$ cat config.mk
export PLATFORM = sky130hd
export DESIGN_NAME = ieu_issue_queue_flat
export DESIGN_NICKNAME = d
export VERILOG_FILES = /design/src/rtl/ieu_issue_queue_if.sv /design/src/rtl/ieu_issue_queue.sv /design/src/flat_wrapper.sv
export SDC_FILE = /design/constraint.sdc
export NUM_CORES = 2
export LEC_CHECK = 0
export CORE_ASPECT_RATIO = 0.75
export CORE_UTILIZATION = 29
export DETAILED_ROUTE_END_ITERATION = 10
export RECOVER_POWER = 50
export SYNTH_ARGS = -nofsm -noshare
export SYNTH_HDL_FRONTEND = slang
export SYNTH_SLANG_ARGS = --single-unit
$ cat constraint.sdc
create_clock -name clk -period 3.2 [get_ports clk]
set_input_delay 0.96 -clock clk [delete_from_list [all_inputs] [get_ports clk]]
set_output_delay 0.96 -clock clk [all_outputs]
set_load 0.01 [all_outputs]
$ cat src/rtl/ieu_issue_queue_if.sv
// Dispatch / CDB / issue-bundle signal group between the dispatch stage, the
// integer issue queue and the IEU decode stage.
interface ieu_issue_queue_if #(
  parameter int unsigned NUM_CDB    = 2,
  parameter int unsigned DATA_WIDTH = 32,
  parameter int unsigned ADDR_WIDTH = 32,
  parameter int unsigned TAG_WIDTH  = 6,
  parameter int unsigned OPC_WIDTH  = 7
);
  logic                          i_flush;
  logic                          i_dispatch_en;
  logic [OPC_WIDTH-1:0]          i_dispatch_opcode;
  logic [ADDR_WIDTH-1:0]         i_dispatch_iaddr;
  logic [DATA_WIDTH-1:0]         i_dispatch_insn;
  logic [TAG_WIDTH-1:0]          i_dispatch_tag;
  logic                          i_dispatch_rdy_a;
  logic                          i_dispatch_rdy_b;
  logic [DATA_WIDTH-1:0]         i_dispatch_src_a;
  logic [DATA_WIDTH-1:0]         i_dispatch_src_b;
  logic [TAG_WIDTH-1:0]          i_dispatch_tag_a;
  logic [TAG_WIDTH-1:0]          i_dispatch_tag_b;
  logic [NUM_CDB-1:0]            i_cdb_en;
  logic [NUM_CDB*TAG_WIDTH-1:0]  i_cdb_tag;
  logic [NUM_CDB*DATA_WIDTH-1:0] i_cdb_data;
  logic                          i_stall;
  logic                          o_full;
  logic [OPC_WIDTH-1:0]          o_opcode;
  logic [ADDR_WIDTH-1:0]         o_iaddr;
  logic [DATA_WIDTH-1:0]         o_insn;
  logic [DATA_WIDTH-1:0]         o_src_a;
  logic [DATA_WIDTH-1:0]         o_src_b;
  logic [TAG_WIDTH-1:0]          o_tag;
  logic                          o_valid;

  modport master (
    output i_flush, i_dispatch_en, i_dispatch_opcode, i_dispatch_iaddr, i_dispatch_insn,
           i_dispatch_tag, i_dispatch_rdy_a, i_dispatch_rdy_b, i_dispatch_src_a,
           i_dispatch_src_b, i_dispatch_tag_a, i_dispatch_tag_b, i_cdb_en, i_cdb_tag,
           i_cdb_data, i_stall,
    input  o_full, o_opcode, o_iaddr, o_insn, o_src_a, o_src_b, o_tag, o_valid
  );

  modport slave (
    input  i_flush, i_dispatch_en, i_dispatch_opcode, i_dispatch_iaddr, i_dispatch_insn,
           i_dispatch_tag, i_dispatch_rdy_a, i_dispatch_rdy_b, i_dispatch_src_a,
           i_dispatch_src_b, i_dispatch_tag_a, i_dispatch_tag_b, i_cdb_en, i_cdb_tag,
           i_cdb_data, i_stall,
    output o_full, o_opcode, o_iaddr, o_insn, o_src_a, o_src_b, o_tag, o_valid
  );
endinterface

$ cat src/rtl/ieu_issue_queue.sv
// Integer issue queue: holds dispatched ops until both operands are present
// (snooping the CDBs) and issues the oldest ready op as a registered bundle.
module ieu_issue_queue #(
  parameter int unsigned DEPTH      = 4,
  parameter int unsigned NUM_CDB    = 2,
  parameter int unsigned DATA_WIDTH = 32,
  parameter int unsigned ADDR_WIDTH = 32,
  parameter int unsigned TAG_WIDTH  = 6,
  parameter int unsigned OPC_WIDTH  = 7
) (
  input logic               clk,
  input logic               n_rst,
  ieu_issue_queue_if.slave  bus
);
  localparam int unsigned IDX_W = (DEPTH > 1) ? $clog2(DEPTH) : 1;

  logic [DEPTH-1:0]      r_valid;
  logic [DEPTH-1:0]      r_rdy_a;
  logic [DEPTH-1:0]      r_rdy_b;
  logic [OPC_WIDTH-1:0]  r_opcode [DEPTH];
  logic [ADDR_WIDTH-1:0] r_iaddr  [DEPTH];
  logic [DATA_WIDTH-1:0] r_insn   [DEPTH];
  logic [TAG_WIDTH-1:0]  r_tag    [DEPTH];
  logic [DATA_WIDTH-1:0] r_src_a  [DEPTH];
  logic [DATA_WIDTH-1:0] r_src_b  [DEPTH];
  logic [TAG_WIDTH-1:0]  r_ptag_a [DEPTH];
  logic [TAG_WIDTH-1:0]  r_ptag_b [DEPTH];
  logic [DEPTH-1:0]      r_age    [DEPTH];
  logic                  r_full;

  logic                  r_o_valid;
  logic [OPC_WIDTH-1:0]  r_o_opcode;
  logic [ADDR_WIDTH-1:0] r_o_iaddr;
  logic [DATA_WIDTH-1:0] r_o_insn;
  logic [DATA_WIDTH-1:0] r_o_src_a;
  logic [DATA_WIDTH-1:0] r_o_src_b;
  logic [TAG_WIDTH-1:0]  r_o_tag;

  logic [DEPTH-1:0]      w_cand;
  logic [DEPTH-1:0]      w_blocked;
  logic [DEPTH-1:0]      w_pick;
  logic [DEPTH-1:0]      w_valid_nxt;
  logic [IDX_W-1:0]      w_sel;
  logic [IDX_W-1:0]      w_free;
  logic                  w_issue;
  logic                  w_disp;
  logic [DEPTH-1:0]      w_hit_a;
  logic [DEPTH-1:0]      w_hit_b;
  logic [DATA_WIDTH-1:0] w_wake_a [DEPTH];
  logic [DATA_WIDTH-1:0] w_wake_b [DEPTH];
  logic                  w_dhit_a;
  logic                  w_dhit_b;
  logic [DATA_WIDTH-1:0] w_ddata_a;
  logic [DATA_WIDTH-1:0] w_ddata_b;
  logic                  w_cdb_dup;

  // Returns {hit, data} for a producer tag; the lowest-numbered bus wins.
  function automatic logic [DATA_WIDTH:0] cdb_lookup(
    input logic [TAG_WIDTH-1:0]          tag,
    input logic [NUM_CDB-1:0]            en,
    input logic [NUM_CDB*TAG_WIDTH-1:0]  tags,
    input logic [NUM_CDB*DATA_WIDTH-1:0] data
  );
    logic [DATA_WIDTH:0] res;
    res = '0;
    for (int k = int'(NUM_CDB) - 1; k >= 0; k--) begin
      if (en[k] && (tags[k*TAG_WIDTH +: TAG_WIDTH] == tag)) begin
        res = {1'b1, data[k*DATA_WIDTH +: DATA_WIDTH]};
      end
    end
    return res;
  endfunction

  always_comb begin
    w_cand    = r_valid & r_rdy_a & r_rdy_b;
    w_blocked = '0;
    // A candidate is blocked if any other candidate is older than it.
    for (int i = 0; i < int'(DEPTH); i++) begin
      for (int j = 0; j < int'(DEPTH); j++) begin
        if (w_cand[j] && r_age[j][i]) w_blocked[i] = 1'b1;
      end
    end
    w_pick = w_cand & ~w_blocked;
    w_sel  = '0;
    w_free = '0;
    for (int i = int'(DEPTH) - 1; i >= 0; i--) begin
      if (w_pick[i])   w_sel  = IDX_W'(i);
      if (!r_valid[i]) w_free = IDX_W'(i);
    end
    w_issue = (|w_cand) && !bus.i_stall && !bus.i_flush;
    w_disp  = bus.i_dispatch_en && !r_full && !bus.i_flush;

    w_valid_nxt = r_valid;
    if (w_issue)     w_valid_nxt[w_sel]  = 1'b0;
    if (w_disp)      w_valid_nxt[w_free] = 1'b1;
    if (bus.i_flush) w_valid_nxt         = '0;

    for (int i = 0; i < int'(DEPTH); i++) begin
      {w_hit_a[i], w_wake_a[i]} = cdb_lookup(r_ptag_a[i], bus.i_cdb_en, bus.i_cdb_tag, bus.i_cdb_data);
      {w_hit_b[i], w_wake_b[i]} = cdb_lookup(r_ptag_b[i], bus.i_cdb_en, bus.i_cdb_tag, bus.i_cdb_data);
    end
    {w_dhit_a, w_ddata_a} = cdb_lookup(bus.i_dispatch_tag_a, bus.i_cdb_en, bus.i_cdb_tag, bus.i_cdb_data);
    {w_dhit_b, w_ddata_b} = cdb_lookup(bus.i_dispatch_tag_b, bus.i_cdb_en, bus.i_cdb_tag, bus.i_cdb_data);

    w_cdb_dup = 1'b0;
    for (int k = 0; k < int'(NUM_CDB); k++) begin
      for (int l = k + 1; l < int'(NUM_CDB); l++) begin
        if (bus.i_cdb_en[k] && bus.i_cdb_en[l] &&
            (bus.i_cdb_tag[k*TAG_WIDTH +: TAG_WIDTH] == bus.i_cdb_tag[l*TAG_WIDTH +: TAG_WIDTH]))
          w_cdb_dup = 1'b1;
      end
    end
  end

  always_ff @(posedge clk or negedge n_rst) begin
    if (!n_rst) begin
      r_valid    <= '0;
      r_rdy_a    <= '0;
      r_rdy_b    <= '0;
      r_full     <= 1'b0;
      r_o_valid  <= 1'b0;
      r_o_opcode <= '0;
      r_o_iaddr  <= '0;
      r_o_insn   <= '0;
      r_o_src_a  <= '0;
      r_o_src_b  <= '0;
      r_o_tag    <= '0;
      for (int i = 0; i < int'(DEPTH); i++) begin
        r_opcode[i] <= '0;
        r_iaddr[i]  <= '0;
        r_insn[i]   <= '0;
        r_tag[i]    <= '0;
        r_src_a[i]  <= '0;
        r_src_b[i]  <= '0;
        r_ptag_a[i] <= '0;
        r_ptag_b[i] <= '0;
        r_age[i]    <= '0;
      end
    end else begin
      r_valid   <= w_valid_nxt;
      r_full    <= &w_valid_nxt;
      r_o_valid <= w_issue;

      for (int i = 0; i < int'(DEPTH); i++) begin
        if (r_valid[i] && !r_rdy_a[i] && w_hit_a[i]) begin
          r_rdy_a[i] <= 1'b1;
          r_src_a[i] <= w_wake_a[i];
        end
        if (r_valid[i] && !r_rdy_b[i] && w_hit_b[i]) begin
          r_rdy_b[i] <= 1'b1;
          r_src_b[i] <= w_wake_b[i];
        end
      end

      if (w_disp) begin
        r_opcode[w_free] <= bus.i_dispatch_opcode;
        r_iaddr[w_free]  <= bus.i_dispatch_iaddr;
        r_insn[w_free]   <= bus.i_dispatch_insn;
        r_tag[w_free]    <= bus.i_dispatch_tag;
        r_ptag_a[w_free] <= bus.i_dispatch_tag_a;
        r_ptag_b[w_free] <= bus.i_dispatch_tag_b;
        r_rdy_a[w_free]  <= bus.i_dispatch_rdy_a || w_dhit_a;
        r_rdy_b[w_free]  <= bus.i_dispatch_rdy_b || w_dhit_b;
        r_src_a[w_free]  <= bus.i_dispatch_rdy_a ? bus.i_dispatch_src_a : w_ddata_a;
        r_src_b[w_free]  <= bus.i_dispatch_rdy_b ? bus.i_dispatch_src_b : w_ddata_b;
      end

      // New entry is younger than every live entry and older than none.
      if (bus.i_flush) begin
        for (int i = 0; i < int'(DEPTH); i++) r_age[i] <= '0;
      end else if (w_disp) begin
        r_age[w_free] <= '0;
        for (int j = 0; j < int'(DEPTH); j++) r_age[j][w_free] <= r_valid[j];
      end

      if (w_issue) begin
        r_o_opcode <= r_opcode[w_sel];
        r_o_iaddr  <= r_iaddr[w_sel];
        r_o_insn   <= r_insn[w_sel];
        r_o_src_a  <= r_src_a[w_sel];
        r_o_src_b  <= r_src_b[w_sel];
        r_o_tag    <= r_tag[w_sel];
      end
    end
  end

  assign bus.o_full   = r_full;
  assign bus.o_valid  = r_o_valid;
  assign bus.o_opcode = r_o_opcode;
  assign bus.o_iaddr  = r_o_iaddr;
  assign bus.o_insn   = r_o_insn;
  assign bus.o_src_a  = r_o_src_a;
  assign bus.o_src_b  = r_o_src_b;
  assign bus.o_tag    = r_o_tag;

  a_cdb_unique_tag: assert property (@(posedge clk) disable iff (!n_rst) !w_cdb_dup);
endmodule

$ cat src/flat_wrapper.sv
// flat-port wrapper written by rule: the top's interface ports become plain ports
module ieu_issue_queue_flat 
#(
  parameter int unsigned DEPTH      = 4,
  parameter int unsigned NUM_CDB    = 2,
  parameter int unsigned DATA_WIDTH = 32,
  parameter int unsigned ADDR_WIDTH = 32,
  parameter int unsigned TAG_WIDTH  = 6,
  parameter int unsigned OPC_WIDTH  = 7
)
  (clk, n_rst, bus_i_flush, bus_i_dispatch_en, bus_i_dispatch_opcode, bus_i_dispatch_iaddr, bus_i_dispatch_insn, bus_i_dispatch_tag, bus_i_dispatch_rdy_a, bus_i_dispatch_rdy_b, bus_i_dispatch_src_a, bus_i_dispatch_src_b, bus_i_dispatch_tag_a, bus_i_dispatch_tag_b, bus_i_cdb_en, bus_i_cdb_tag, bus_i_cdb_data, bus_i_stall, bus_o_full, bus_o_opcode, bus_o_iaddr, bus_o_insn, bus_o_src_a, bus_o_src_b, bus_o_tag, bus_o_valid);
  ieu_issue_queue_if #(.NUM_CDB(NUM_CDB), .DATA_WIDTH(DATA_WIDTH), .ADDR_WIDTH(ADDR_WIDTH), .TAG_WIDTH(TAG_WIDTH), .OPC_WIDTH(OPC_WIDTH)) bus_i ();
  input logic clk;
  input logic n_rst;
  input wire logic [$bits(bus_i.i_flush)-1:0] bus_i_flush;
  input wire logic [$bits(bus_i.i_dispatch_en)-1:0] bus_i_dispatch_en;
  input wire logic [$bits(bus_i.i_dispatch_opcode)-1:0] bus_i_dispatch_opcode;
  input wire logic [$bits(bus_i.i_dispatch_iaddr)-1:0] bus_i_dispatch_iaddr;
  input wire logic [$bits(bus_i.i_dispatch_insn)-1:0] bus_i_dispatch_insn;
  input wire logic [$bits(bus_i.i_dispatch_tag)-1:0] bus_i_dispatch_tag;
  input wire logic [$bits(bus_i.i_dispatch_rdy_a)-1:0] bus_i_dispatch_rdy_a;
  input wire logic [$bits(bus_i.i_dispatch_rdy_b)-1:0] bus_i_dispatch_rdy_b;
  input wire logic [$bits(bus_i.i_dispatch_src_a)-1:0] bus_i_dispatch_src_a;
  input wire logic [$bits(bus_i.i_dispatch_src_b)-1:0] bus_i_dispatch_src_b;
  input wire logic [$bits(bus_i.i_dispatch_tag_a)-1:0] bus_i_dispatch_tag_a;
  input wire logic [$bits(bus_i.i_dispatch_tag_b)-1:0] bus_i_dispatch_tag_b;
  input wire logic [$bits(bus_i.i_cdb_en)-1:0] bus_i_cdb_en;
  input wire logic [$bits(bus_i.i_cdb_tag)-1:0] bus_i_cdb_tag;
  input wire logic [$bits(bus_i.i_cdb_data)-1:0] bus_i_cdb_data;
  input wire logic [$bits(bus_i.i_stall)-1:0] bus_i_stall;
  output wire logic [$bits(bus_i.o_full)-1:0] bus_o_full;
  output wire logic [$bits(bus_i.o_opcode)-1:0] bus_o_opcode;
  output wire logic [$bits(bus_i.o_iaddr)-1:0] bus_o_iaddr;
  output wire logic [$bits(bus_i.o_insn)-1:0] bus_o_insn;
  output wire logic [$bits(bus_i.o_src_a)-1:0] bus_o_src_a;
  output wire logic [$bits(bus_i.o_src_b)-1:0] bus_o_src_b;
  output wire logic [$bits(bus_i.o_tag)-1:0] bus_o_tag;
  output wire logic [$bits(bus_i.o_valid)-1:0] bus_o_valid;
  assign bus_i.i_flush = bus_i_flush;
  assign bus_i.i_dispatch_en = bus_i_dispatch_en;
  assign bus_i.i_dispatch_opcode = bus_i_dispatch_opcode;
  assign bus_i.i_dispatch_iaddr = bus_i_dispatch_iaddr;
  assign bus_i.i_dispatch_insn = bus_i_dispatch_insn;
  assign bus_i.i_dispatch_tag = bus_i_dispatch_tag;
  assign bus_i.i_dispatch_rdy_a = bus_i_dispatch_rdy_a;
  assign bus_i.i_dispatch_rdy_b = bus_i_dispatch_rdy_b;
  assign bus_i.i_dispatch_src_a = bus_i_dispatch_src_a;
  assign bus_i.i_dispatch_src_b = bus_i_dispatch_src_b;
  assign bus_i.i_dispatch_tag_a = bus_i_dispatch_tag_a;
  assign bus_i.i_dispatch_tag_b = bus_i_dispatch_tag_b;
  assign bus_i.i_cdb_en = bus_i_cdb_en;
  assign bus_i.i_cdb_tag = bus_i_cdb_tag;
  assign bus_i.i_cdb_data = bus_i_cdb_data;
  assign bus_i.i_stall = bus_i_stall;
  assign bus_o_full = bus_i.o_full;
  assign bus_o_opcode = bus_i.o_opcode;
  assign bus_o_iaddr = bus_i.o_iaddr;
  assign bus_o_insn = bus_i.o_insn;
  assign bus_o_src_a = bus_i.o_src_a;
  assign bus_o_src_b = bus_i.o_src_b;
  assign bus_o_tag = bus_i.o_tag;
  assign bus_o_valid = bus_i.o_valid;
  ieu_issue_queue #(.DEPTH(DEPTH), .NUM_CDB(NUM_CDB), .DATA_WIDTH(DATA_WIDTH), .ADDR_WIDTH(ADDR_WIDTH), .TAG_WIDTH(TAG_WIDTH), .OPC_WIDTH(OPC_WIDTH)) u_core (.clk(clk), .n_rst(n_rst), .bus(bus_i));
endmodule
Word-level counts from Yosys, hierarchy flattened:

Cells that the tools add are included.

* magnitude comparators: 7
* bitwise logic cells: 11
* eq/ne operators: 20
* reduce and logical (&&, ||, !) cells: 75
* multiplexer cells: 115

Operator list (count)
* $mux W33: 20
* $mux W32: 19
* $bwmux W128: 4
* $bmux W32 S2: 4
* $mux W128: 2
* $eq A6 B6 Y1: 20
* $bwmux W24: 3
* $demux W32 S2: 1
* $logic_and A1 B1 Y1: 59
* $mux W16: 2
* $bwmux W28: 1
* $mux W1: 26
* $bwmux W4: 6
* $mux W4: 6
* $mux W7: 3
* $mux W6: 3
* $and A16 B16 Y16: 1
* $and A4 B4 Y4: 4
* $mux W2: 8
* $not A16 Y16: 1
* $bmux W7 S2: 1
* $demux W7 S2: 1
* $bmux W6 S2: 1
* $demux W6 S2: 1
* other kinds (14): 31

* output and inout port bits: 143
* logic and storage cells: 275
* bits in registers: 783
* input bits: 238

Depth between registers and ports, before layout:

* depth after elaboration: 24
* depth in mapped cells: 10
* depth with buffers taken out: 6

Worst setup path after synthesis:

OpenSTA, ideal clock, no wires.

* path kind: input port to flip-flop
* start point: in bus_i_cdb_tag[2]
* end point: reg u_core.r_src_b[23] (netlist name)
* slack: 0.088 ns
* stages: 9
* required time: 3.076 ns
* data arrival time: 2.988 ns
* cell sequence: buf_2 -> xnor2_1 -> nand4_1 -> nor4_1 -> buf_4 -> buf_4 -> mux2i_1 -> nor2_1 -> a211o_1

* word-level cells in the longest chain between the ends: 7
* elaborated cells on any way between the ends: 11

Ends and longest elaborated chain
* start, declared: RTL line flat_wrapper.sv:28 `input wire logic [$bits(bus_i.i_cdb_tag)-1:0] bus_i_cdb_tag;`
* $eq A6 B6 Y1: RTL line ieu_issue_queue.sv:67 `if (en[k] && (tags[k*TAG_WIDTH +: TAG_WIDTH] == tag)) begin`
* $logic_and A1 B1 Y1: RTL line ieu_issue_queue.sv:67
* $mux W33: RTL line ieu_issue_queue.sv:67
* $logic_and A1 B1 Y1: RTL line ieu_issue_queue.sv:149 `if (r_valid[i] && !r_rdy_b[i] && w_hit_b[i]) begin`
* $mux W32: RTL line ieu_issue_queue.sv:149
* $bwmux W128: RTL line ieu_issue_queue.sv:165 `r_src_b[w_free] <= bus.i_dispatch_rdy_b ? bus.i_dispatch_src_b : w_ddata_b;`
* $mux W128 (*): RTL line ieu_issue_queue.sv:155 `if (w_disp) begin`
* end signal, assigned by index: RTL line ieu_issue_queue.sv:151 `r_src_b[i] <= w_wake_b[i];`
* end signal, assigned by index: RTL line ieu_issue_queue.sv:165
* end, declared: RTL line ieu_issue_queue.sv:25 `logic [DATA_WIDTH-1:0] r_src_b [DEPTH];`

Mark *: on every way between the ends. The rest lies on a longest branch, timed or not.
A chain may end at the register's enable or synchronous reset.

Final worst setup path:

* start point: in bus_i_dispatch_tag_b[3]
* end point: reg u_core.r_src_b[8] (netlist name)

* word-level cells in the longest chain between the ends: 7
* elaborated cells on any way between the ends: 9

Ends and longest elaborated chain
* start, declared: RTL line flat_wrapper.sv:26 `input wire logic [$bits(bus_i.i_dispatch_tag_b)-1:0] bus_i_dispatch_tag_b;`
* $eq A6 B6 Y1: RTL line ieu_issue_queue.sv:67
* $logic_and A1 B1 Y1: RTL line ieu_issue_queue.sv:67
* $mux W33: RTL line ieu_issue_queue.sv:67
* $mux W33 (*): RTL line ieu_issue_queue.sv:67
* $mux W32 (*): RTL line ieu_issue_queue.sv:165
* $bwmux W128 (*): RTL line ieu_issue_queue.sv:165
* $mux W128 (*): RTL line ieu_issue_queue.sv:155

Marked as above.

==> flow_summary.json <==
{
  "portBuffers": 380,
  "cts_max_level": 3,
  "ys_async_sr_fraction": 1.00,
  "ios": 381,
  "worst_setup_path_end_kind": "register",
  "holdPathStages": 2,
  "cts_buffers": 88,
  "cp.required_ps": 3840,
  "post-route-cell-area_mm2": 0.0525,
  "netlist_top_cells_area": "dfrtp_1 (48%), nand2_1 (11%), mux2i_1 (9.2%)",
  "worst_slack_ps": -9.58,
  "clock_path_buffers": 3,
  "die_area_mm2": 0.143,
  "antenna_found_initial": 27,
  "nets": 5024,
  "wire_per_inst_um": 25.3,
  "drive_above_1_share": 0.106,
  "hold_viol_final": 0,
  "insertion_delay_ps": 720,
  "tritoncts": "built",
  "route.detailed.drc": 0,
  "r2r_slack_ps": 240,
  "post-dp-hpwl_mm": 110,
  "yosys.area.top_type": "dfrtp_1",
  "grt_pass1_wl_mm": 252,
  "grt_max_degree": 92,
  "outcome": "finished, violations left",
  "worstPathArrival_ps": 3850,
  "vias_per_cell": 5.63,
  "rsz0062_at_grt": "no",
  "endpoint": "u_core.r_src_b[8]",
  "place_congestion": 0.897,
  "ys_types": 70,
  "synth_top_area_share": 0.478,
  "ant_nets": 0,
  "peakVddDrop_mv": 0.395,
  "ys_seq_area_frac": 0.478,
  "vias": 38000,
  "die_w_um": 436,
  "reg2reg_depth": 6,
  "slew_headroom": 0.0156,
  "netlist_area_mm2": 0.0410,
  "root_buffer": "clkbuf_16",
  "drtIter0Drc": 4721,
  "worstPathMaxFanout": 17,
  "first_pass_iters": 7,
  "filler_cell_count": 13900,
  "grt_pass1_vias": 37600,
  "min_period_ps": 3210,
  "track_usage": 0.232,
  "yosysWarningCount": 0,
  "violations": "negative setup slack",
  "hp-class": "register to register",
  "syn_inst": 4423,
  "ys_ff_latch": 783,
  "crit_type": "primary input to register",
  "postCtsHoldBufs": 0,
  "synthFlopType": "dfrtp_1",
  "syn_area_per_cell_um2": 9.28,
  "synth_edf_count": 0,
  "rr_endpoint": "u_core.bus.o_src_b[1]",
  "setup-violations-final": 1,
  "dpl_cell_area_mm2": 0.0496,
  "core_mm2": 0.140,
  "power_density_mw_per_mm2": 587,
  "fmax_mhz": 312,
  "clock_sinks": 783,
  "drv_slew": 0,
  "synth_nets": 4661,
  "critPathLaunchType": "primary input",
  "syn2layout_area_growth_pct": 28.0,
  "worst_pin_slew_ps": 1480,
  "cts.reportedPaths.clkPinSlew_ps": 60,
  "p_leak_uw": 0.0248,
  "finClkSkew_ps": 41.1,
  "maxCapViolations": 0,
  "wl_mm": 171,
  "overflow": 0,
  "num_rows": 119,
  "period_share": 1.00,
  "crit_start": "bus_i_dispatch_tag_b[3]",
  "tns_ps": -9.58,
  "start_util": 0.292,
  "r2r_start": "u_core.r_rdy_a[2]",
  "die_height_um": 328
}
-- Yosys cell counts (10+ instances only) --
master and count:
mux2_2 13, nand3_1 121, dfrtp_1 783, nor2_1 177
o211ai_1 107, a22oi_1 110, a222oi_1 69, a21o_1 35
xnor2_1 66, a21oi_1 66, clkbuf_1 345, a21boi_0 25
nand4_1 22, buf_1 20, a211o_1 111, a41oi_1 32
o221ai_1 31, inv_1 39, a221oi_1 32, buf_2 54
and3_1 45, mux2i_1 378, o21ai_1 11, xor2_1 54
buf_4 10, nor3_1 15, nand2_1 1228, o21ai_0 83
o2bb2ai_1 88, nor2b_1 38, a221o_1 59, o22ai_1 43
-- worst min path at each step --
stage          slack, ps            endpoint                from
3_3_place_gp         460   u_core.r_insn[47]   u_core.r_insn[47]
5_1_grt              490    u_core.r_insn[3]    u_core.r_insn[3]
6_report             470    u_core.r_insn[3]    u_core.r_insn[3]
2_1_floorplan        440  u_core.r_iaddr[10]  u_core.r_iaddr[10]
3_5_place_dp         460  u_core.r_opcode[5]  u_core.r_opcode[5]
4_1_cts              180   u_core.r_insn[72]               n_rst
-- per-layer routing --
metal  global-route usage  wire [um]  part of all wire  vias up
met3               0.0504      15800             0.093      367
li1                     -          -                 -    16500
met5                    0          8          0.000047        -
met4               0.0976       6950             0.041        2
met2                0.353      75400              0.44     2096
met1                0.318      72800              0.43    19100
-- where the power goes --
group | switching, uW | total, uW | internal, uW
Sequential | 1330 | 13100 | 11800
Combinational | 3320 | 6760 | 3440
Clock | 4570 | 11000 | 6430
-- flip-flops by register name (all words and copies together), names as in the netlist, 28 cells and up --
signal	count
u_core.r_insn	128
u_core.bus.o_iaddr	32
u_core.r_opcode	28
u_core.bus.o_insn	32
u_core.bus.o_src_b	32
u_core.r_src_a	128
u_core.r_src_b	128
u_core.bus.o_src_a	32
u_core.r_iaddr	128
-- critical path, cell delays in order --
cell,delay [ps]
clkdlybuf4s50_1,550
xor2_1,200
nor3_1,360
buf_4,190
o211ai_1,120
buf_4,170
nor3_2,710
buf_12,260
o2bb2ai_1,160
a211o_1,130
-- per-stage QoR --
step | worst slack (ps) | hold slack (ps) | util | power, uW | instances
floorplan | 87.7 | 445 | - | 16100 | 4423
global placement | -675 | 456 | 0.353 | 19900 | 6571
detailed placement | -697 | 461 | 0.353 | 20000 | 6571
CTS | 54.4 | 178 | 0.375 | 31100 | 6733
global route | 26.5 | 488 | 0.374 | 32200 | 6750
finish | -9.58 | 471 | 0.374 | 30900 | 6752
-- timing repair --
item,CTS,global route
buffers inserted,0,0
endpoints found under the setup margin,0,29
gates resized for setup,0,2
-- cells by family after synthesis --
kind of cell           count (synthesis)  synth area share
flip-flops                           783             0.478
XOR/XNOR                             120            0.0256
AND/OR/NAND/NOR                     1708             0.174
AO/OA/AOI/OAI                        946             0.180
multiplexers                         391            0.0958
buffers and inverters                475            0.0470
-- cell usage in the layout (no fill, tap or decap), types with 66 or more instances in the layout --
master	count
buf_4	186
a21oi_1	66
xnor2_1	66
o2bb2ai_1	87
dfrtp_1	783
a222oi_1	69
mux2i_1	378
o211ai_1	107
nand3_1	121
a22oi_1	110
o21ai_0	83
nor2_1	170
clkdlybuf4s50_1	376
a211o_1	110
nand2_1	1227
buf_12	106
clkbuf_16	91
-- cell type report --
class	count	area (um^2)	share of cell area
Antenna cell	19	47.5	0.000905
Clock buffer	135	2710	0.0516
Clock inverter	27	383	0.00729
Inverter	40	151	0.00288
Multi-Input combinational cell	3165	19800	0.377
Sequential cell	783	19600	0.373
Tap cell	1875	2350	0.0447
Timing Repair Buffer	708	7490	0.143
(Power assumes the default switching activity.)
